### config.mk
export PLATFORM = sky130hd
export DESIGN_NAME = fdc_seek_ctrl
export DESIGN_NICKNAME = d
export VERILOG_FILES = /design/src/rtl/fdc_pkg.sv /design/src/rtl/fdc_sync2.sv /design/src/rtl/fdc_seek_ctrl.sv
export SDC_FILE = /design/constraint.sdc
export NUM_CORES = 1
export LEC_CHECK = 0
export ABC_CLOCK_PERIOD_IN_PS = 7100
export CORE_MARGIN = 5
export CORE_UTILIZATION = 26
export DETAILED_ROUTE_END_ITERATION = 6
export DONT_BUFFER_PORTS = 1
export PLACE_DENSITY = 0.44
export SYNTH_ARGS = -nofsm -noshare
export SYNTH_HDL_FRONTEND = slang
export SYNTH_HIERARCHICAL = 1
export SYNTH_SLANG_ARGS = --single-unit
### constraint.sdc
create_clock -name clk -period 7.1 [get_ports clk]
set_input_delay 0.355 -clock clk [delete_from_list [all_inputs] [get_ports clk]]
set_output_delay 0.355 -clock clk [all_outputs]
set_load 0.05 [all_outputs]
### src/rtl/fdc_pkg.sv
// Shared types and default timing for the floppy seek controller.
// Command encodings, FSM state enum and a small sizing helper.
package fdc_pkg;

  localparam int TRACK_W = 7;
  localparam int DRIVE_W = 4;

  localparam logic OP_SEEK  = 1'b0;
  localparam logic OP_RECAL = 1'b1;

  localparam int DEF_DRIVE_NUM      = 1;
  localparam int DEF_MAX_TRACKS     = 80;
  localparam int DEF_STEP_PULSE_CYC = 400;
  localparam int DEF_STEP_RATE_CYC  = 300000;
  localparam int DEF_DIR_SETUP_CYC  = 100;
  localparam int DEF_SETTLE_CYC     = 750000;

  typedef enum logic [2:0] {
    ST_IDLE,
    ST_DIR_SETUP,
    ST_STEP_LO,
    ST_STEP_WAIT,
    ST_SETTLE,
    ST_DONE
  } state_t;

  function automatic int max_int(input int a, input int b);
    return (a > b) ? a : b;
  endfunction

endpackage

### src/rtl/fdc_sync2.sv
// Two-flop synchroniser for an asynchronous bus input.
// Both flops reset to RST_VAL so an idle (high) bus line reads inactive.
module fdc_sync2 #(
  parameter logic RST_VAL = 1'b1
) (
  input  logic clk,
  input  logic rst,
  input  logic d,
  output logic q
);

  logic meta;

  // NOTE: flops use non-blocking assignments so every register samples pre-edge values.
  always_ff @(posedge clk or negedge rst) begin
    if (!rst) begin
      meta <= RST_VAL;
      q    <= RST_VAL;
    end else begin
      meta <= d;
      q    <= meta;
    end
  end

endmodule

### src/rtl/fdc_seek_ctrl.sv
// Floppy drive seek/recalibrate controller: generates step/direction on
// the drive bus, tracks the head position and reports completion.
module fdc_seek_ctrl
  import fdc_pkg::*;
#(
  parameter int DRIVE_NUM      = DEF_DRIVE_NUM,
  parameter int MAX_TRACKS     = DEF_MAX_TRACKS,
  parameter int STEP_PULSE_CYC = DEF_STEP_PULSE_CYC,
  parameter int STEP_RATE_CYC  = DEF_STEP_RATE_CYC,
  parameter int DIR_SETUP_CYC  = DEF_DIR_SETUP_CYC,
  parameter int SETTLE_CYC     = DEF_SETTLE_CYC
) (
  input  logic               clk,
  input  logic               rst,
  input  logic               cmd_valid,
  output logic               cmd_ready,
  input  logic               cmd_op,
  input  logic [TRACK_W-1:0] cmd_track,
  input  logic               motor_req,
  output logic [DRIVE_W-1:0] drive_sel_n,
  output logic               motor_on_n,
  output logic               dir_sel_n,
  output logic               step_n,
  input  logic               index_n,
  input  logic               track_0_n,
  output logic               index_pulse,
  output logic [TRACK_W-1:0] cur_track,
  output logic               busy,
  output logic               done,
  output logic               error
);

  localparam int TMR_MAX = max_int(max_int(STEP_RATE_CYC, SETTLE_CYC), DIR_SETUP_CYC);
  localparam int TMR_W   = $clog2(TMR_MAX + 1);

  localparam logic [TMR_W-1:0]   TMR_DIR    = TMR_W'(DIR_SETUP_CYC - 1);
  localparam logic [TMR_W-1:0]   TMR_LO     = TMR_W'(STEP_PULSE_CYC - 1);
  localparam logic [TMR_W-1:0]   TMR_WAIT   = TMR_W'(STEP_RATE_CYC - STEP_PULSE_CYC - 1);
  localparam logic [TMR_W-1:0]   TMR_SETTLE = TMR_W'(SETTLE_CYC - 1);
  localparam logic [TRACK_W-1:0] TRK_LIMIT  = TRACK_W'(MAX_TRACKS);
  localparam logic [TRACK_W-1:0] TRK_LAST   = TRACK_W'(MAX_TRACKS - 1);
  localparam logic [DRIVE_W-1:0] SEL_MASK   = DRIVE_W'(1) << DRIVE_NUM;

  state_t               state, state_nxt;
  logic [TMR_W-1:0]     tmr;
  logic [TRACK_W-1:0]   steps_left;
  logic                 op_recal;
  logic                 idx_sync, t0_sync, idx_prev;
  logic                 step_d;
  logic [DRIVE_W-1:0]   drive_d;

  fdc_sync2 u_sync_index (.clk(clk), .rst(rst), .d(index_n),   .q(idx_sync));
  fdc_sync2 u_sync_t0    (.clk(clk), .rst(rst), .d(track_0_n), .q(t0_sync));

  logic               accept, tmr_zero, step_exit, wait_end, t0_hit, stop_stepping;
  logic               seek_bad, seek_same, seek_up;
  logic [TRACK_W-1:0] seek_dist;

  assign accept        = cmd_valid && (state == ST_IDLE);
  assign tmr_zero      = (tmr == '0);
  assign step_exit     = (state == ST_STEP_LO) && tmr_zero;
  assign wait_end      = (state == ST_STEP_WAIT) && tmr_zero;
  assign t0_hit        = ~t0_sync;
  assign stop_stepping = (op_recal && t0_hit) || (steps_left == '0);
  assign seek_bad      = (cmd_track >= TRK_LIMIT);
  assign seek_same     = (cmd_track == cur_track);
  assign seek_up       = (cmd_track > cur_track);
  assign seek_dist     = seek_up ? (cmd_track - cur_track) : (cur_track - cmd_track);

  function automatic logic [TMR_W-1:0] tmr_load(input state_t s);
    case (s)
      ST_DIR_SETUP: return TMR_DIR;
      ST_STEP_LO:   return TMR_LO;
      ST_STEP_WAIT: return TMR_WAIT;
      ST_SETTLE:    return TMR_SETTLE;
      default:      return '0;
    endcase
  endfunction

  always_ff @(posedge clk or negedge rst) begin
    if (!rst) state <= ST_IDLE;
    else      state <= state_nxt;
  end

  // NOTE: default assignment first so no path leaves state_nxt unassigned (no latch).
  always_comb begin
    state_nxt = state;
    case (state)
      ST_IDLE: begin
        if (accept) begin
          if (cmd_op == OP_RECAL) state_nxt = t0_hit ? ST_DONE : ST_DIR_SETUP;
          else if (seek_bad || seek_same) state_nxt = ST_DONE;
          else state_nxt = ST_DIR_SETUP;
        end
      end
      ST_DIR_SETUP: if (tmr_zero) state_nxt = ST_STEP_LO;
      ST_STEP_LO:   if (tmr_zero) state_nxt = ST_STEP_WAIT;
      ST_STEP_WAIT: if (tmr_zero) state_nxt = stop_stepping ? ST_SETTLE : ST_STEP_LO;
      ST_SETTLE:    if (tmr_zero) state_nxt = ST_DONE;
      ST_DONE:      state_nxt = ST_IDLE;
      default:      state_nxt = ST_IDLE;
    endcase
  end

  // Bus outputs are registered from the next state so they change glitch-free with it.
  always_comb begin
    step_d  = (state_nxt != ST_STEP_LO);
    drive_d = ((state_nxt != ST_IDLE) || motor_req) ? ~SEL_MASK : '1;
  end

  assign cmd_ready = (state == ST_IDLE);
  assign busy      = (state != ST_IDLE);
  assign done      = (state == ST_DONE);

  always_ff @(posedge clk or negedge rst) begin
    if (!rst) begin
      step_n      <= 1'b1;
      drive_sel_n <= '1;
      motor_on_n  <= 1'b1;
      idx_prev    <= 1'b1;
      index_pulse <= 1'b0;
    end else begin
      step_n      <= step_d;
      drive_sel_n <= drive_d;
      motor_on_n  <= ~motor_req;
      idx_prev    <= idx_sync;
      index_pulse <= idx_prev & ~idx_sync;
    end
  end

  // Timer is reloaded on every state change and counts down to zero.
  always_ff @(posedge clk or negedge rst) begin
    if (!rst) begin
      tmr        <= '0;
      steps_left <= '0;
      op_recal   <= 1'b0;
      dir_sel_n  <= 1'b1;
      cur_track  <= '0;
      error      <= 1'b0;
    end else begin
      if (state_nxt != state) tmr <= tmr_load(state_nxt);
      else if (!tmr_zero)     tmr <= tmr - 1'b1;

      if (accept) begin
        op_recal <= (cmd_op == OP_RECAL);
        error    <= (cmd_op == OP_SEEK) && seek_bad;
        if (cmd_op == OP_RECAL) begin
          dir_sel_n  <= 1'b1;
          steps_left <= TRK_LIMIT;
          if (t0_hit) cur_track <= '0;
        end else if (!seek_bad && !seek_same) begin
          dir_sel_n  <= ~seek_up;
          steps_left <= seek_dist;
        end
      end

      if (step_exit) begin
        steps_left <= steps_left - 1'b1;
        if (!dir_sel_n) begin
          if (cur_track != TRK_LAST) cur_track <= cur_track + 1'b1;
        end else if (cur_track != '0) begin
          cur_track <= cur_track - 1'b1;
        end
      end

      // RECAL always ends at track 0: found it, or ran out of steps and forces it.
      if (wait_end && op_recal && stop_stepping) begin
        cur_track <= '0;
        if (!t0_hit) error <= 1'b1;
      end
    end
  end

endmodule

Yosys cells after proc, flatten, opt, wreduce, memory -nomap -nowiden
Cells that the tools add are included.
{"block": "classes", "add_sub_neg": 6, "order_cmp": 2, "eq_ne": 14, "muxes": 32, "bitwise_logic": 6, "reduce_logical": 24}
{"op": "7-bit 2-to-1 mux", "n": 13}
{"op": "20-bit case mux with 4 select lines", "n": 1}
{"op": "20-bit 2-to-1 mux", "n": 2}
{"op": "3-bit 2-to-1 mux", "n": 9}
{"op": "20-bit logical NOT", "n": 1}
{"op": "20-bit by 1-bit subtractor with 20-bit output (second input constant)", "n": 1}
{"op": "3-bit case mux with 5 select lines", "n": 1}
{"op": "7-bit by 1-bit subtractor with 7-bit output (second input constant)", "n": 2}
{"op": "7-bit subtractor", "n": 2}
{"op": "3-bit by 2-bit equality test with 1-bit output (second input constant)", "n": 4}
{"op": "3-bit equality test (second input constant)", "n": 3}
{"op": "3-bit nonzero test", "n": 3}
{"op": "1-bit logical AND", "n": 8}
{"op": "7-bit by 1-bit adder with 7-bit output (second input constant)", "n": 1}
{"op": "7-bit equality test", "n": 1}
{"op": "7-bit >= comparator (second input constant)", "n": 1}
{"op": "7-bit > comparator", "n": 1}
{"op": "7-bit logical NOT", "n": 1}
{"op": "7-bit != test (second input constant)", "n": 1}
{"op": "7-bit nonzero test", "n": 1}
{"op": "3-bit by 1-bit equality test with 1-bit output (second input constant)", "n": 2}
{"op": "1-bit 2-to-1 mux", "n": 5}
{"op": "1-bit inverter", "n": 5}
{"op": "2-bit AND reduction", "n": 2}
{"op": "9 further kinds", "n": 13}
{"block": "totals", "ff_bits": 51, "in_bits": 14, "out_inout_bits": 19, "word_cells": 100}

Logic depth before layout (Yosys ltp)
{"block": "logic_depth", "ltp_word": 9, "depth_mapped": 11}

By module
The synthesis kept the hierarchy.
{"module": "fdc_seek_ctrl", "n_inst": 1, "cells_each": 410, "area_per_inst_um2": 3425.8, "seq_area_each_um2": 1132.3}
{"module": "fdc_sync2", "n_inst": 2, "cells_each": 2, "area_per_inst_um2": 52.6, "seq_area_each_um2": 52.6}

Worst setup path before layout
Ideal clock, no wire load.
{"block": "synth_path", "kind": "reg-to-reg", "from": "register cur_track[6]", "to": "register steps_left[4]", "setup_ns": 0.126, "arrival_time_ns": 2.858, "t_required_ns": 6.974, "setup_slack_ns": 4.116, "path_stages_with_launch": 11, "synth_period_minus_slack_ns": 2.984, "cell_sequence": "dfrtp_1 > inv_1 > ha_1 > nand4_1 > or2_2 > clkbuf_1 > a21boi_0 > a31o_2 > mux2i_1 > mux2i_1 > a221o_1"}
{"block": "synth_via", "elab_chain_len": 6, "elab_cells_between_ends": 11, "cone_classes": "order compare (1); eq/ne (1); mux (5); reduce/logical (4)"}
{"element": "from (decl)", "line": "fdc_seek_ctrl.sv:27", "source": "output logic [TRACK_W-1:0] cur_track,"}
{"element": "from (signal assigned)", "line": "fdc_seek_ctrl.sv:160", "source": "if (cur_track != TRK_LAST) cur_track <= cur_track + 1'b1;"}
{"element": "from (signal assigned)", "line": "fdc_seek_ctrl.sv:162", "source": "cur_track <= cur_track - 1'b1;"}
{"element": "7-bit > comparator", "line": "fdc_seek_ctrl.sv:67", "source": "assign seek_up = (cmd_track > cur_track);"}
{"element": "7-bit 2-to-1 mux", "line": "fdc_seek_ctrl.sv:68", "source": "assign seek_dist = seek_up ? (cmd_track - cur_track) : (cur_track - cmd_track);"}
{"element": "7-bit 2-to-1 mux", "line": "fdc_seek_ctrl.sv:151", "source": "end else if (!seek_bad && !seek_same) begin"}
{"element": "7-bit 2-to-1 mux", "line": "fdc_seek_ctrl.sv:147", "source": "if (cmd_op == OP_RECAL) begin"}
{"element": "7-bit 2-to-1 mux", "line": "fdc_seek_ctrl.sv:144", "source": "if (accept) begin"}
{"element": "7-bit 2-to-1 mux", "line": "fdc_seek_ctrl.sv:157", "source": "if (step_exit) begin"}
{"element": "to (signal assigned)", "line": "fdc_seek_ctrl.sv:153", "source": "steps_left <= seek_dist;"}
{"element": "to (signal assigned)", "line": "fdc_seek_ctrl.sv:158", "source": "steps_left <= steps_left - 1'b1;"}
{"element": "to (decl)", "line": "fdc_seek_ctrl.sv:46", "source": "logic [TRACK_W-1:0] steps_left;"}
Parallel ways exist; a longest one is shown, timed or not. The select of a mux whose other input is x is not followed.
A chain may end at the register's enable or synchronous reset.

Worst setup path in the final report
{"block": "layout_path", "from": "register tmr[0]", "to": "register tmr[9]"}
{"block": "layout_via", "elab_chain_len": 6, "elab_cells_between_ends": 16, "cone_classes": "add/sub (1); eq/ne (6); mux (8); reduce/logical (1)"}
{"element": "from (decl)", "line": "fdc_seek_ctrl.sv:45", "source": "logic [TMR_W-1:0] tmr;"}
{"element": "from (signal assigned)", "line": "fdc_seek_ctrl.sv:141", "source": "if (state_nxt != state) tmr <= tmr_load(state_nxt);"}
{"element": "from (signal assigned)", "line": "fdc_seek_ctrl.sv:142", "source": "else if (!tmr_zero) tmr <= tmr - 1'b1;"}
{"element": "20-bit logical NOT", "line": "fdc_seek_ctrl.sv:60", "source": "assign tmr_zero = (tmr == '0);"}
{"element": "3-bit 2-to-1 mux, on equally long branches"}
{"element": "3-bit case mux with 5 select lines", "line": "fdc_seek_ctrl.sv:88", "source": "case (state)"}
{"element": "3-bit equality test, or another cell as far along", "line": "fdc_seek_ctrl.sv:71", "source": "case (s)"}
{"element": "20-bit case mux with 4 select lines", "line": "fdc_seek_ctrl.sv:71"}
{"element": "20-bit 2-to-1 mux", "line": "fdc_seek_ctrl.sv:141"}
Parallel ways exist; a longest one is shown, timed or not. The select of a mux whose other input is x is not followed.

==> run metrics <==
status=finished clean; crit path capture=tmr[9]; Die ar.=0.0160 sq mm; port bufs=0; synthesized flop and latch total=49; Max Buffers Root-to-Sink=2; P&R area growth vs syn=10.2%; Max-slew headroom=0.285; Nets=441; Main synth FF type=dfrtp_1; Max Cap Viol=0; logic gate share of total power=0.091; global routing's busiest layer=met2; clk_lat worst skew=0.30 ns; worst reg2reg endpoint=tmr[9]; violation count after the first detailed-routing iteration=218; Post-synth EDFFs=0; P_leak=1.47 nW; Period minus WS final=3.21 ns; clock-pin slew on the worst setup and hold paths=0.07 ns; num ports=33; Clock Sinks=49; met1 usage=0.159; Setup crit start=tmr[0]; Internal=0.485 mW; Mapped Area=0.00353 sq mm; gpl congestion=0.771; Ys Warns=6; Bufs and invs on worst path=1; VDD IR-drop max=0.0845 mV; Worst EP required=7.24 ns; Layout Skew=0.00714 ns; slowest cell delay on critical path=0.56 ns; sequential element share of the synthesized area=0.350; Antenna diodes=0; crit path cell chain=inv_1 > ha_1 > nor3b_1 > nand4_1 > o211ai_1 > o21a_1 > or2_2 > o21ai_0; sw power=0.160 mW; Hold/Removal Path Class=in2reg; TritonCTS Buffers=5; Seq pwr share=0.462; Clock power frac=0.448; Syn Inst Count=414; Synth cell types=62; hpwl dp=6990 um; Starting Density=0.266; CP max-delay cell=nand4_1; Final Max Tran Viols=0; Data arrival, critical path=3.35 ns; drt total wl=9360 um; final setup TNS=0 ns; initial antenna violation count=0; R2R depth=8; RSZ-0062 raised after global routing=false; Worst path top cell family by delay=simple AND/OR/NAND/NOR gates; vias after detailed routing=2897; crit end category=flop; root buf cell=clkbuf_16; vias per inst=4.96; CP Launch Type=flop; endpoints failing setup=0; # H-tree levels=2; # fillers=1377; core area=0.0133 sq mm; async set-reset flop share out of synthesis=1.00; largest net degree at the start of global routing=50; R2R Path Start=tmr[0]; first-pass GRT wire length=15300 um; multi-input logic area=0.00210 sq mm; met3 usage=0.0319; CP max FO=14; internal reg-to-reg setup slack=3.89 ns; fmax=311 MHz; Final ANT Viol Nets=0; total global-route track usage=0.121; gr ovfl total=0; sw frac=0.248; layout cells sized above 1=0.0760; Levels on crit path=8; Vert. Die Dim=127 um; Register Area=0.00124 sq mm; Worst Max-Slew Pin Slew=1.06 ns; Synth Area per Inst=8.53 sq um; CTS tree=done; final cycle utilization of the critical path=0.452; Hold WS=0.0450 ns; iteration count of the initial detailed-routing pass=4; CP Class=reg2reg; num rows=42; Pwr per Cell Area=166 mW/mm^2; Final Hold Viols=0; Remaining DRCs=0; GRT met2 Usage=0.191; WL/cell=16.0 um; vias in the first global route=2865; die width=127 um; count of cells resized by post-cts repair=0
registers in the layout, summed over array words and instances (netlist names), 3 cells and up:
name,cells
cur_track,7
state,3
steps_left,7
tmr,20
final cells by class:
class	instances	share of cell area
clock buffers	6	0.0357
repair buffers	3	0.0116
multi-input cells	317	0.539
inverters	31	0.0299
flip-flops and latches	49	0.318
well taps	176	0.0566
clock inverters	2	0.00964
kinds of logic after synthesis:
family / Yosys count / share of synthesized area
mux: 11 / 0.0315
flops: 49 / 0.350
other cells: 1 / 0.00106
simple gates: 149 / 0.223
compound gates: 117 / 0.216
xor+xnor: 17 / 0.0422
buf+inv: 50 / 0.0606
fa+ha+maj: 20 / 0.0751
stage by stage:
| step | total power, mW | cell area [sq um] | worst slack, ns | cells | utilization |
|---|---|---|---|---|---|
| after floorplan | 0.344 | 3540 | 4.12 | 416 | - |
| after global placement | 0.354 | 3680 | 3.93 | 574 | 0.277 |
| after detailed placement | 0.354 | 3680 | 3.91 | 574 | 0.277 |
| after CTS | 0.662 | 3890 | 3.87 | 584 | 0.293 |
| after global routing | 0.679 | 3890 | 3.53 | 584 | 0.293 |
| final | 0.645 | 3890 | 3.89 | 584 | 0.293 |
how the worst min path moves through the flow:
stage                     startpoint              to  slack, ns  cells past startpoint
final                      track_0_n  u_sync_t0/meta       0.05                      0
after CTS                  track_0_n  u_sync_t0/meta       0.03                      0
after global placement           rst    cur_track[0]       0.06                      0
after detailed placement         rst    cur_track[0]       0.06                      0
after floorplan                  rst    cur_track[0]       0.06                      0
after global routing       track_0_n  u_sync_t0/meta       0.03                      0
metal layers:
metal / routed length (um) / share of wire / up-vias
li1: - / - / 1473
met1: 4510 / 0.48 / 1366
met2: 4290 / 0.46 / 51
met3: 430 / 0.046 / 7
met4: 125 / 0.013 / 0
met5: 0 / 0 / -
synth_stat cells, drive strengths merged, types with 5 or more instances:
master   n  area share
a21o     6       0.013
dfstp    9       0.067
buf      8       0.016
nor4     6       0.011
nor2    36       0.045
nor3b    5       0.011
inv     31       0.033
o21ai   34       0.049
nand3   13       0.018
o211ai   8       0.017
a21oi   22       0.031
clkbuf  11       0.012
ha      18       0.064
dfrtp   40        0.28
o21a     8       0.017
nor3    20       0.028
a21boi   5       0.012
nor2b    6       0.011
or3     12       0.021
xnor2   13       0.032
mux2i   10       0.028
nand4    5      0.0089
a31oi    7       0.012
nand2   26       0.028
power groups by stage:
stage / Clock (mW) / Sequential [mW] / Combinational [mW]
2_1_floorplan: 0 / 0.300 / 0.0443
3_3_place_gp: 0 / 0.303 / 0.0513
3_5_place_dp: 0 / 0.303 / 0.0504
4_1_cts: 0.305 / 0.298 / 0.0594
5_1_grt: 0.313 / 0.299 / 0.0667
6_report: 0.289 / 0.298 / 0.0585
cells in the final DEF (no fill, tap or decap), drive strengths merged, types with 7 or more instances in the layout:
master  count
a21oi      22
a31oi       7
dfrtp      40
dfstp       9
ha         18
inv        31
mux2i      10
nand2      26
nand3      13
nor2       36
nor3       20
o211ai      8
o21a        8
o21ai      34
or3        12
xnor2      13
worst reg2reg max path, stage by stage (launching register included):
cell and delay [ns]:
dfrtp_1 0.39, inv_1 0.13, ha_1 0.22, nor3b_1 0.32, nand4_1 0.56, o211ai_1 0.44, o21a_1 0.46, or2_2 0.38
o21ai_0 0.16
repair_timing:
action	CTS	global route
setup buffers	0	0
hold buffers	2	0
endpoints found under the hold margin	49	0
No activity file was read; power rests on OpenSTA's default activity.
